File: src/rtl/elevator_pkg.sv
// Shared types for the elevator call path.
// Used by call_queue, call_match and the queue comparator so that all of
// them agree on the floor width, the direction encoding and the entry layout.
package elevator_pkg;

  localparam int FLOOR_W = 3;

  localparam logic DIR_UP   = 1'b1;
  localparam logic DIR_DOWN = 1'b0;

  typedef struct packed {
    logic [FLOOR_W-1:0] floor;
    logic               dir;
  } call_entry_t;

endpackage

File: src/rtl/call_queue_if.sv
// Call queue bus: button-decoder / car-position inputs and queue-head status.
//   master : drives call_valid, floorCall, up_down_call, arrive, actualState;
//            observes firstPosMem, first_dir, head_valid, queue_full, count,
//            overflow, dup_drop
//   slave  : the call queue itself (opposite directions)
interface call_queue_if
  import elevator_pkg::*;
#(
  parameter int DEPTH = 8
) ();

  logic                     call_valid;
  logic [FLOOR_W-1:0]       floorCall;
  logic                     up_down_call;
  logic                     arrive;
  logic [FLOOR_W-1:0]       actualState;

  logic [FLOOR_W-1:0]       firstPosMem;
  logic                     first_dir;
  logic                     head_valid;
  logic                     queue_full;
  logic [$clog2(DEPTH):0]   count;
  logic                     overflow;
  logic                     dup_drop;

  modport master (
    output call_valid, floorCall, up_down_call, arrive, actualState,
    input  firstPosMem, first_dir, head_valid, queue_full, count,
           overflow, dup_drop
  );

  modport slave (
    input  call_valid, floorCall, up_down_call, arrive, actualState,
    output firstPosMem, first_dir, head_valid, queue_full, count,
           overflow, dup_drop
  );

endinterface

File: src/rtl/call_queue_match.sv
// call_match: combinational search of a circular call buffer.
//   entries : buffer storage (DEPTH slots)
//   rp      : index of the oldest valid slot
//   cnt     : number of valid slots starting at rp (wrapping)
//   probe   : entry to look for
//   hit     : 1 when some valid slot equals probe (floor and direction)
module call_match
  import elevator_pkg::*;
#(
  parameter int DEPTH = 8
) (
  input  call_entry_t               entries [DEPTH],
  input  logic [$clog2(DEPTH)-1:0]  rp,
  input  logic [$clog2(DEPTH):0]    cnt,
  input  call_entry_t               probe,
  output logic                      hit
);

  localparam int PW = $clog2(DEPTH);

  logic [DEPTH-1:0] in_window;

  always_comb begin
    in_window = '0;
    hit       = 1'b0;
    for (int i = 0; i < DEPTH; i++) begin
      // Distance of slot i from the head, modulo DEPTH; valid if it lies
      // inside the occupied window.
      in_window[i] = ({1'b0, PW'(PW'(i) - rp)} < cnt);
      if (in_window[i] && (entries[i] == probe)) begin
        hit = 1'b1;
      end
    end
  end

endmodule

File: src/rtl/call_queue.sv
// call_queue: pending floor-call FIFO with duplicate suppression.
// Latches calls from the button decoder, drops repeats of an outstanding
// call, and presents the oldest call to the comparator. The head is retired
// when the car stops at the head's floor.
//   clk    : system clock, rising edge
//   reset  : synchronous, active-high
//   bus    : call_queue_if slave (call strobe/floor/dir, arrive/position in;
//            head floor/dir, head_valid, queue_full, count, overflow and
//            dup_drop pulses out; all outputs registered)
module call_queue
  import elevator_pkg::*;
#(
  parameter int DEPTH = 8
) (
  input  logic        clk,
  input  logic        reset,
  call_queue_if.slave bus
);

  localparam int PW = $clog2(DEPTH);
  localparam int CW = PW + 1;
  localparam logic [CW-1:0] FULL_CNT = CW'(DEPTH);

  call_entry_t     mem_q [DEPTH];

  logic [PW-1:0]   wp_q, wp_d;
  logic [PW-1:0]   rp_q, rp_d;
  logic [CW-1:0]   count_q, count_d;

  call_entry_t     head_q, head_d;
  logic            head_valid_q, head_valid_d;
  logic            full_q, full_d;
  logic            ovf_q, ovf_d;
  logic            dup_q, dup_d;

  call_entry_t     new_entry;
  call_entry_t     head_entry;
  logic            served;
  logic            pop;
  logic            push;
  logic            hit;
  logic [PW-1:0]   match_rp;
  logic [CW-1:0]   match_cnt;

  always_comb begin
    new_entry  = '{floor: bus.floorCall, dir: bus.up_down_call};
    head_entry = mem_q[rp_q];

    // A call for the floor the car is stopping at is satisfied immediately.
    served = bus.call_valid && bus.arrive && (bus.floorCall == bus.actualState);

    pop = bus.arrive && (count_q != '0) && (bus.actualState == head_entry.floor);

    // The head being retired this cycle no longer counts as outstanding.
    match_rp  = pop ? PW'(rp_q + PW'(1)) : rp_q;
    match_cnt = pop ? CW'(count_q - CW'(1)) : count_q;
  end

  call_match #(.DEPTH(DEPTH)) u_match (
    .entries (mem_q),
    .rp      (match_rp),
    .cnt     (match_cnt),
    .probe   (new_entry),
    .hit     (hit)
  );

  always_comb begin
    push  = bus.call_valid && !served && !hit && ((count_q != FULL_CNT) || pop);
    ovf_d = bus.call_valid && !served && !hit && (count_q == FULL_CNT) && !pop;
    dup_d = bus.call_valid && !served && hit;

    wp_d = push ? PW'(wp_q + PW'(1)) : wp_q;
    rp_d = pop  ? PW'(rp_q + PW'(1)) : rp_q;

    count_d = count_q;
    if (push && !pop) begin
      count_d = CW'(count_q + CW'(1));
    end else if (pop && !push) begin
      count_d = CW'(count_q - CW'(1));
    end

    // Next head: an already stored entry if anything survives the pop,
    // otherwise the entry being pushed into an (effectively) empty queue.
    head_d = '0;
    if (match_cnt != '0) begin
      head_d = mem_q[rp_d];
    end else if (push) begin
      head_d = new_entry;
    end

    head_valid_d = (count_d != '0);
    full_d       = (count_d == FULL_CNT);
  end

  // Storage is not reset; stale slots are masked by count.
  always_ff @(posedge clk) begin
    if (!reset && push) begin
      mem_q[wp_q] <= new_entry;
    end
  end

  always_ff @(posedge clk) begin
    if (reset) begin
      wp_q         <= '0;
      rp_q         <= '0;
      count_q      <= '0;
      head_q       <= '0;
      head_valid_q <= 1'b0;
      full_q       <= 1'b0;
      ovf_q        <= 1'b0;
      dup_q        <= 1'b0;
    end else begin
      wp_q         <= wp_d;
      rp_q         <= rp_d;
      count_q      <= count_d;
      head_q       <= head_d;
      head_valid_q <= head_valid_d;
      full_q       <= full_d;
      ovf_q        <= ovf_d;
      dup_q        <= dup_d;
    end
  end

  assign bus.firstPosMem = head_q.floor;
  assign bus.first_dir   = head_q.dir;
  assign bus.head_valid  = head_valid_q;
  assign bus.queue_full  = full_q;
  assign bus.count       = count_q;
  assign bus.overflow    = ovf_q;
  assign bus.dup_drop    = dup_q;

endmodule
File: src/flat_wrapper.sv
// flat-port wrapper written by rule: the top's interface ports become plain ports
module call_queue_flat import elevator_pkg::*;
#(
  parameter int DEPTH = 8
)
  (clk, reset, bus_call_valid, bus_floorCall, bus_up_down_call, bus_arrive, bus_actualState, bus_firstPosMem, bus_first_dir, bus_head_valid, bus_queue_full, bus_count, bus_overflow, bus_dup_drop);
  call_queue_if #(.DEPTH(DEPTH)) bus_i ();
  input  logic clk;
  input  logic reset;
  input wire logic [$bits(bus_i.call_valid)-1:0] bus_call_valid;
  input wire logic [$bits(bus_i.floorCall)-1:0] bus_floorCall;
  input wire logic [$bits(bus_i.up_down_call)-1:0] bus_up_down_call;
  input wire logic [$bits(bus_i.arrive)-1:0] bus_arrive;
  input wire logic [$bits(bus_i.actualState)-1:0] bus_actualState;
  output wire logic [$bits(bus_i.firstPosMem)-1:0] bus_firstPosMem;
  output wire logic [$bits(bus_i.first_dir)-1:0] bus_first_dir;
  output wire logic [$bits(bus_i.head_valid)-1:0] bus_head_valid;
  output wire logic [$bits(bus_i.queue_full)-1:0] bus_queue_full;
  output wire logic [$bits(bus_i.count)-1:0] bus_count;
  output wire logic [$bits(bus_i.overflow)-1:0] bus_overflow;
  output wire logic [$bits(bus_i.dup_drop)-1:0] bus_dup_drop;
  assign bus_i.call_valid = bus_call_valid;
  assign bus_i.floorCall = bus_floorCall;
  assign bus_i.up_down_call = bus_up_down_call;
  assign bus_i.arrive = bus_arrive;
  assign bus_i.actualState = bus_actualState;
  assign bus_firstPosMem = bus_i.firstPosMem;
  assign bus_first_dir = bus_i.first_dir;
  assign bus_head_valid = bus_i.head_valid;
  assign bus_queue_full = bus_i.queue_full;
  assign bus_count = bus_i.count;
  assign bus_overflow = bus_i.overflow;
  assign bus_dup_drop = bus_i.dup_drop;
  call_queue #(.DEPTH(DEPTH)) u_core (.clk(clk), .reset(reset), .bus(bus_i));
endmodule
File: config.mk
export PLATFORM = sky130hd
export DESIGN_NAME = call_queue_flat
export DESIGN_NICKNAME = d
export VERILOG_FILES = /design/src/rtl/elevator_pkg.sv /design/src/rtl/call_queue_if.sv /design/src/rtl/call_queue_match.sv /design/src/rtl/call_queue.sv /design/src/flat_wrapper.sv
export SDC_FILE = /design/constraint.sdc
export NUM_CORES = 1
export LEC_CHECK = 0
export CORE_ASPECT_RATIO = 1.5
export CORE_MARGIN = 2
export CORE_UTILIZATION = 45
export CTS_BUF_LIST = sky130_fd_sc_hd__clkbuf_4 sky130_fd_sc_hd__clkbuf_8
export CTS_CLUSTER_SIZE = 8
export DETAILED_ROUTE_END_ITERATION = 10
export SLEW_MARGIN = 20
export SYNTH_ARGS = -nofsm -noshare
export SYNTH_HDL_FRONTEND = slang
export SYNTH_SLANG_ARGS = --single-unit
File: constraint.sdc
create_clock -name clk -period 15.9 [get_ports clk]
set_input_delay 4.77 -clock clk [delete_from_list [all_inputs] [get_ports clk]]
set_output_delay 4.77 -clock clk [all_outputs]
set_load 0.005 [all_outputs]
==> out/metrics.cfg, run 1 <==
[synthesis]
async_flop_share_pct = 0
synth_area_leader_cell = edfxtp_1
synth_cell_types = 57
syn_nets = 358
yosysWarnings = 0
synth_seq_area_share_pct = 37.5
synthCells = 333
ys.flop_type = edfxtp_1
synth.top_cell.area_share_pct = 27.3
synthTopCellsByArea = edfxtp_1 (27%), dfxtp_1 (10%), xor2_1 (8.5%), mux2i_1 (5.7%), mux4_2 (5.1%)
syn_area_sq_mm = 0.00352
synth-seq-cells = 50
synth_edf_count = 32
syn_avg_cell_area_sq_um = 10.6

[sta]
tightest_slew_ps = 1000
drv_slew = 0
fin_skew_ps = 11.4
final.period_utilization_pct = 64.5
max_freq_mhz = 97.5
fin_setup_tns_ps = 0
holdWs_ps = 611
rsz0062_at_grt = false
slew_headroom_pct = 33.1
hold_viol = 0
setup_viol = 0
min_period_ps = 10260

[status]
outcome = complete, no violations

[clock_tree]
cts.path.max_buffers = 2
clock_latency_ps = 320
clkTransAtPathRegs_ps = 100
cts.sinks = 50
cts_tree = built
hold_buffers = 0
htreeDepth = 2
cts_buffers = 5
cts_repair_resize_count = 0
root_buffer = clkbuf_8
cts_setup_buffers = 0

[worst_setup_path]
worstSetupPathType = in -> reg
reg2reg_slack_ps = 8860
crit_arrival_ps = 10210
r2r_end = u_core.mem_q[16]$_DFFE_PP_
start_kind = input pin
worstPathRequired_ps = 15860
end_kind = register
reg2reg_from = u_core.rp_q[0]$_SDFF_PP0_
crit_fanout = 16
rr_worst_depth = 20

[detailed_routing]
routed_wl_um = 8470
viasPerCell = 5.73
final_antenna_net_count = 0
routedWlPerCell_um = 18.9
dr.pass1.iters = 4
vias = 2565
drt_iter0_markers = 112
drcViolationCount = 0

[floorplanning]
dieArea_sq_mm = 0.00856
start_util_pct = 46.2
rows = 39
coreArea_sq_mm = 0.00761
top_level_ports = 23
fp.dieH_um = 112
die_w_um = 76.2

[layout]
insertedDiodeCount = 0
regArea_sq_mm = 0.00132
nets = 370
drive_gt1_share_pct = 10.1
fillers = 739
final_cell_mix = nor2_1 (39), xor2_1 (34), edfxtp_1 (32)
multi_input_comb_area_sq_mm = 0.00204
layout_commonest_cell = nor2_1
layoutNonFillerInstCount = 448
post-route-util_pct = 51.1
area_growth_pct = 10.6

[power_and_ir_drop]
power_per_cell_area_mw_per_mm2 = 97.9
p_leak_nw = 1.42
finalPower_uw = 381
vdd_drop_max_mv = 0.0597

[placement]
io_buffers = 22
hpwl_um = 6590
gp_congestion = 0.911
dpl.cell_count = 440

[global_route]
grt_pass1_wl_um = 13600
grt_max_degree = 22
grt_usage_pct = 20.9
antenna_found_initial = 0
grt_pass1_vias = 2560
gr-total-overflow = 0

[worst_hold_path]
min_path_cells = 2
holdPathEnd = u_core.wp_q[1]$_SDFFE_PP0N_
holdCritStartpoint = u_core.wp_q[1]$_SDFFE_PP0N_
hp-class = reg -> reg

[job]
cap_violations = 0

==> cell type report <==
class | count | area share (%)
Clock buffer | 5 | 1.77
Tap cell | 102 | 3.28
Multi-Input combinational cell | 251 | 52.4
Inverter | 13 | 1.25
Timing Repair Buffer | 24 | 6.05
Clock inverter | 3 | 1.25
Sequential cell | 50 | 34.0
==> registers in the layout, summed over array words and instances (netlist names) <==
register                count
u_core.bus.head_valid       1
u_core.bus.count            4
u_core.bus.first_dir        1
u_core.wp_q                 3
u_core.bus.queue_full       1
u_core.bus.dup_drop         1
u_core.bus.overflow         1
u_core.rp_q                 3
u_core.bus.firstPosMem      3
u_core.mem_q               32
==> per-stage QoR <==
step / setup WS (ps) / area (sq um)
floorplan: 6910 / 3520
CTS: 5640 / 3890
detailed placement: 5300 / 3770
global placement: 5460 / 3770
global route: 5170 / 3890
finish: 5640 / 3890
==> how the worst max path moves through the flow <==
stage | cells after the start | startpoint | endpoint | slack (ps)
after floorplan | 19 | bus_actualState[2] | u_core.mem_q[16]$_DFFE_PP_ | 6910
after global placement | 19 | bus_actualState[1] | u_core.mem_q[16]$_DFFE_PP_ | 5460
after detailed placement | 19 | bus_actualState[1] | u_core.mem_q[17]$_DFFE_PP_ | 5300
after CTS | 19 | bus_actualState[1] | u_core.mem_q[16]$_DFFE_PP_ | 5640
after global routing | 19 | bus_actualState[1] | u_core.mem_q[18]$_DFFE_PP_ | 5170
final | 19 | bus_actualState[1] | u_core.mem_q[16]$_DFFE_PP_ | 5640
==> layer usage <==
metal  GRT usage, %  part of all wire, %  up-vias
met4           9.21                  3.9        0
met2           38.5                   54       69
li1               -                    -     1238
met3           3.62                  3.6       23
met5              0                    0        -
met1           23.4                   39     1235
==> cells by family (layout without fill, tap and decap cells) <==
group / count (synthesis) / count (layout) / synth area share [%]
buf+inv: 32 / 45 / 4.48
xor+xnor: 50 / 50 / 14.3
mux: 31 / 31 / 12.2
compound gates: 43 / 43 / 9.63
flops: 50 / 50 / 37.5
simple gates: 111 / 111 / 16.4
fa+ha+maj: 16 / 16 / 5.55
==> Yosys cell counts (7+ instances only) <==
cell,number
mux2i_1,20
edfxtp_1,32
ha_1,14
nor2_1,39
nor4_1,14
dfxtp_1,18
xnor2_1,12
mux4_2,8
nand2_1,17
nand3_1,8
buf_2,11
a21oi_1,7
inv_1,12
xor2_1,34
==> power breakdown <==
| part | internal (mW) | switching (mW) | leakage (nW) | total (mW) |
|---|---|---|---|---|
| combinational | 0.0572 | 0.0662 | 0.932 | 0.123 |
| clock | 0.0479 | 0.0464 | 0.0563 | 0.0943 |
| sequential | 0.149 | 0.0139 | 0.436 | 0.163 |
==> worst max-delay path, stage by stage <==
cell and delay [ps]:
clkdlybuf4s50_1 550, xnor2_4 230, nor4_4 750, nand2_1 210, xor2_2 380, inv_2 190
and2_1 230, or2_2 290, inv_1 60, ha_1 150, nor2_1 50, a22o_1 170
a211oi_1 170, o2111ai_1 180, a2111oi_4 320, and3_2 270, and3_1 360, nand2_1 160
nor4b_1 700
(Power assumes the default switching activity.)
==> inputs of run 2 (changes only) <==
==> constraint.sdc (replaced) <==
create_clock -name clk -period 9.6 [get_ports clk]
set_input_delay 2.88 -clock clk [delete_from_list [all_inputs] [get_ports clk]]
set_output_delay 2.88 -clock clk [all_outputs]
set_load 0.005 [all_outputs]
==> run 2 against run 1 <==
  * Final area shrank 0.16%
  * Setup slack lost 4300 ps
  * Via count decreased by 0.47%
  * Global-route usage is essentially flat
  * Clock-buffer cell count stayed put
  * Register-to-register slack got worse by 6200 ps
  * Power rose by 64%
  * Clock skew grew 6.2 ps
  * Sequential power increased by 66%
  * Non-clock buffer count unchanged
  * Largest cell class unchanged
==> out/metrics.cfg, run 2 (synthesis results as in run 1) <==
[worst_setup_path]
reg2reg_from = u_core.rp_q[0]$_SDFF_PP0_
r2r_end = u_core.mem_q[19]$_DFFE_PP_
critPathLaunch = bus_actualState[1]
start_kind = input pin
crit_fanout = 14
end_kind = register
crit_arrival_ps = 8240
rr_worst_depth = 18
worstSetupPathType = in -> reg
worstPathRequired_ps = 9540
reg2reg_slack_ps = 2700

[worst_hold_path]
min_path_cells = 2
holdPathEnd = u_core.wp_q[1]$_SDFFE_PP0N_
holdCritStartpoint = u_core.wp_q[1]$_SDFFE_PP0N_
hp-class = reg -> reg

[placement]
placed_area_sq_mm = 0.00377
dpl.cell_count = 440
place_ws_ps = 1000
hpwl_um = 6550
gp_congestion = 0.881
io_buffers = 22

[sta]
final.period_utilization_pct = 86.5
drv_slew = 0
fin_setup_tns_ps = 0
min_period_ps = 8300
hold_viol = 0
fin_ws_ps = 1300
rsz0062_at_grt = false
fin_skew_ps = 17.6
slew_headroom_pct = 35.3
setup_viol = 0
max_freq_mhz = 120
tightest_slew_ps = 957

[floorplanning]
top_level_ports = 23
start_util_pct = 46.2
die_w_um = 76.2
fp.dieH_um = 112
dieArea_sq_mm = 0.00856
rows = 39
coreArea_sq_mm = 0.00761

[layout]
layout_commonest_cell = nor2_1
drive_gt1_share_pct = 9.83
postLayoutCellArea_sq_mm = 0.00388
nets = 370
regMostFlops = u_core.mem_q
final_cell_mix = nor2_1 (39), xor2_1 (34), edfxtp_1 (32)
area_growth_pct = 10.4
insertedDiodeCount = 0
layoutNonFillerInstCount = 448
largest_reg_flops = 32

[detailed_routing]
final_antenna_net_count = 0
routedWlPerCell_um = 19.1
routed_wl_um = 8560
dr.pass1.iters = 4
drt_iter0_markers = 142
viasPerCell = 5.70
vias = 2553
drcViolationCount = 0

[clock_tree]
clkTransAtPathRegs_ps = 90
cts_buffers = 5
root_buffer = clkbuf_8
clock_latency_ps = 310
hold_buffers = 0
cts_repair_resize_count = 0
cts.path.max_buffers = 2
cts_setup_buffers = 0
cts_tree = built
htreeDepth = 2
cts.sinks = 50

[power_and_ir_drop]
power_per_cell_area_mw_per_mm2 = 160
p_leak_nw = 1.42
vdd_drop_max_mv = 0.0953

[status]
outcome = complete, no violations

[global_route]
grt_usage_pct = 20.9
grt_pass1_vias = 2605
gr-total-overflow = 0
grt_pass1_wl_um = 13800
antenna_found_initial = 0
grt_max_degree = 22

[job]
cap_violations = 0

==> run 2: changes by cell type in the layout (fill, tap and decap cells not counted) <==
cell / change
clkinv_1: +1
clkinvlp_4: -1
inv_6: +1
inv_8: -1
==> run 2: per-stage QoR <==
step / hold slack, ps / power [mW] / utilization, %
after floorplan: 545 / 0.414 / -
final: 626 / 0.623 / 51.0
after global placement: 591 / 0.477 / 49.6
after CTS: 635 / 0.630 / 51.0
after global routing: 661 / 0.663 / 51.0
after detailed placement: 617 / 0.481 / 49.6
==> run 2: critical path, cell delays in order <==
cell and delay, ps:
clkdlybuf4s50_1 540, xnor2_4 230, or4_1 800, mux2i_4 540, nor2_1 100, xnor2_1 200, inv_1 70, ha_1 270
nor2_1 50, a22o_1 220, a211oi_1 200, o2111ai_1 200, a2111oi_4 310, and3_2 270, and3_1 370, nand2_1 170
nor4b_1 810
==> run 2: report_power, final <==
part	total [mW]	internal, mW	leakage [nW]	switching, mW
combinational	0.206	0.0949	0.932	0.111
clock	0.148	0.0777	0.0562	0.0705
sequential	0.270	0.247	0.436	0.0225
==> run 2: layer usage <==
layer | GRT usage (%) | vias to the layer above | routed length [um]
met4 | 10.7 | 0 | 314
li1 | - | 1242 | -
met1 | 24.3 | 1248 | 3440
met5 | 0 | - | 0
met2 | 37.6 | 47 | 4550
met3 | 2.73 | 16 | 263
==> run 2: how the worst max path moves through the flow <==
stage / end / slack [ps] / depth (start not counted)
final: u_core.mem_q[19]$_DFFE_PP_ / 1300 / 17
after global routing: u_core.mem_q[18]$_DFFE_PP_ / 910 / 17
after CTS: u_core.mem_q[18]$_DFFE_PP_ / 1330 / 17
after detailed placement: u_core.mem_q[18]$_DFFE_PP_ / 1000 / 17
after global placement: u_core.mem_q[18]$_DFFE_PP_ / 1120 / 17
after floorplan: u_core.mem_q[16]$_DFFE_PP_ / 2500 / 19
==> run 2: final cells by class <==
class / count / area, sq um
Timing Repair Buffer: 24 / 235
Inverter: 13 / 48.8
Clock inverter: 3 / 42.5
Multi-Input combinational cell: 251 / 2040
Tap cell: 102 / 128
Clock buffer: 5 / 68.8
Fill cell: 729 / 3730
Sequential cell: 50 / 1320
==> inputs of run 3 (changes only) <==
--- a/config.mk
+++ b/config.mk
@@ -11,6 +11,8 @@
 export CTS_BUF_LIST = sky130_fd_sc_hd__clkbuf_4 sky130_fd_sc_hd__clkbuf_8
 export CTS_CLUSTER_SIZE = 8
 export DETAILED_ROUTE_END_ITERATION = 10
+export MAX_ROUTING_LAYER = met4
+export PLACE_DENSITY = 0.73
 export SLEW_MARGIN = 20
 export SYNTH_ARGS = -nofsm -noshare
 export SYNTH_HDL_FRONTEND = slang
==> run 3 against run 2 <==
  * Flip-flop and latch count unchanged
  * Cell count unchanged
  * Power down 3.9%
  * Setup slack better by 110 ps
  * Register-to-register slack better by 50 ps
  * Sequential share of layout area up 0.23 points
  * Via count up 3.8%
  * Global-route usage up 0.17 points
  * Critical endpoint is now u_core.mem_q[18]$_DFFE_PP_
==> out/metrics.cfg, run 3 (synthesis results as in run 1) <==
[global_route]
grt_pass1_vias = 2689
grt_max_degree = 22
gr-total-overflow = 0
grt_pass1_wl_um = 13700
antenna_found_initial = 0
grt_usage_pct = 21.1

[clock_tree]
cts_repair_resize_count = 0
clock_latency_ps = 310
cts.path.max_buffers = 2
htreeDepth = 2
clkTransAtPathRegs_ps = 90
cts_tree = built
cts.sinks = 50
cts_buffers = 5
root_buffer = clkbuf_8
hold_buffers = 0
cts_setup_buffers = 0

[power_and_ir_drop]
power_per_cell_area_mw_per_mm2 = 155
vdd_drop_max_mv = 0.142
pwr-share-comb_pct = 34.4
p_seq_share_pct = 45.1
power_switching_share_pct = 34.0
switching_power_uw = 204
p_leak_nw = 1.41
p_int_uw = 395
p_clk_share_pct = 20.5

[sta]
setup_viol = 0
fin_ws_ps = 1400
max_freq_mhz = 122
rsz0062_at_grt = false
fin_setup_tns_ps = 0
slew_headroom_pct = 34.5
tightest_slew_ps = 981
fin_skew_ps = 4.29
holdWs_ps = 637
hold_viol = 0
drv_slew = 0
min_period_ps = 8200
final.period_utilization_pct = 85.4

[floorplanning]
dieArea_sq_mm = 0.00856
fp.dieH_um = 112
die_w_um = 76.2
start_util_pct = 46.2
top_level_ports = 23
coreArea_sq_mm = 0.00761
rows = 39

[detailed_routing]
final_antenna_net_count = 0
vias = 2650
drcViolationCount = 0
dr.pass1.iters = 4
routedWlPerCell_um = 18.8
drt_iter0_markers = 203
routed_wl_um = 8420
viasPerCell = 5.92

[worst_setup_path]
end_kind = register
worstPathRequired_ps = 9550
critPathLaunch = bus_actualState[1]
crit_arrival_ps = 8140
crit_fanout = 14
rr_worst_depth = 18
reg2reg_slack_ps = 2750
worstSetupPathType = in -> reg
r2r_end = u_core.mem_q[18]$_DFFE_PP_
reg2reg_from = u_core.rp_q[0]$_SDFF_PP0_
crit_path_end = u_core.mem_q[18]$_DFFE_PP_
start_kind = input pin

[placement]
dpl.cell_count = 440
place_ws_ps = 1150
io_buffers = 22
gp_congestion = 0.883
hpwl_um = 6360

[job]
cap_violations = 0

[layout]
post-route-util_pct = 50.7
largest_reg_flops = 32
insertedDiodeCount = 0
drive_gt1_share_pct = 9.83
regMostFlops = u_core.mem_q
nets = 370
final_cell_mix = nor2_1 (39), xor2_1 (34), edfxtp_1 (32)
area_growth_pct = 9.63
multi_input_comb_area_sq_mm = 0.00204
layoutNonFillerInstCount = 448
fillers = 711
layout_commonest_cell = nor2_1
regArea_sq_mm = 0.00132

[status]
outcome = complete, no violations

[worst_hold_path]
min_path_cells = 2
hp-class = reg -> reg

## run 3: cell types whose count changed in the layout (fill, tap and decap cells not counted)
cell       previous run  this run
bufinv_16             1         0
clkbuf_4              0         1
clkinv_2              0         1
inv_6                 1         0
## run 3: critical path, stage by stage
cell and delay (ps):
clkdlybuf4s50_1 540, xnor2_4 230, or4_1 790, mux2i_4 540
nor2_1 110, xnor2_1 210, inv_1 70, ha_1 270
nor2_1 40, a22o_1 220, a211oi_1 200, o2111ai_1 200
a2111oi_4 290, and3_2 270, and3_1 390, nand2_1 180
nor4b_1 690
## run 3: power groups by stage
stage                     registers (mW)  logic, mW  clock network, mW
final                              0.270      0.206              0.123
after global routing               0.273      0.227              0.136
after CTS                          0.269      0.206              0.126
after detailed placement           0.274      0.205                  0
after global placement             0.274      0.200                  0
after floorplan                    0.264      0.150                  0
## run 3: routing by layer
layer	vias to the layer above	track usage, %	wire length (um)
li1	1247	-	-
met1	1294	22.5	3240
met2	82	36.7	4410
met3	27	3.22	306
met4	0	12.7	473
met5	-	-	0
## run 3: final cells by class
type                            count  share of cell area [%]
Tap cell                          102                    3.31
Timing Repair Buffer               24                    6.10
Sequential cell                    50                    34.2
Multi-Input combinational cell    251                    52.9
Clock buffer                        6                    1.98
Inverter                           13                    1.26
Clock inverter                      2                   0.227
## run 3: worst min-delay path by stage
stage	startpoint	endpoint
3_5_place_dp	u_core.wp_q[1]$_SDFFE_PP0N_	u_core.wp_q[1]$_SDFFE_PP0N_
2_1_floorplan	u_core.wp_q[1]$_SDFFE_PP0N_	u_core.wp_q[1]$_SDFFE_PP0N_
4_1_cts	u_core.wp_q[1]$_SDFFE_PP0N_	u_core.wp_q[1]$_SDFFE_PP0N_
3_3_place_gp	u_core.wp_q[1]$_SDFFE_PP0N_	u_core.wp_q[1]$_SDFFE_PP0N_
6_report	u_core.wp_q[1]$_SDFFE_PP0N_	u_core.wp_q[1]$_SDFFE_PP0N_
5_1_grt	u_core.bus.count[1]$_SDFF_PP0_	u_core.bus.count[1]$_SDFF_PP0_
## run 3: per-stage QoR
step,power [mW],cell area (sq um)
final,0.599,3860
after global routing,0.635,3860
after CTS,0.601,3860
after detailed placement,0.479,3770
after global placement,0.474,3770
after floorplan,0.414,3520
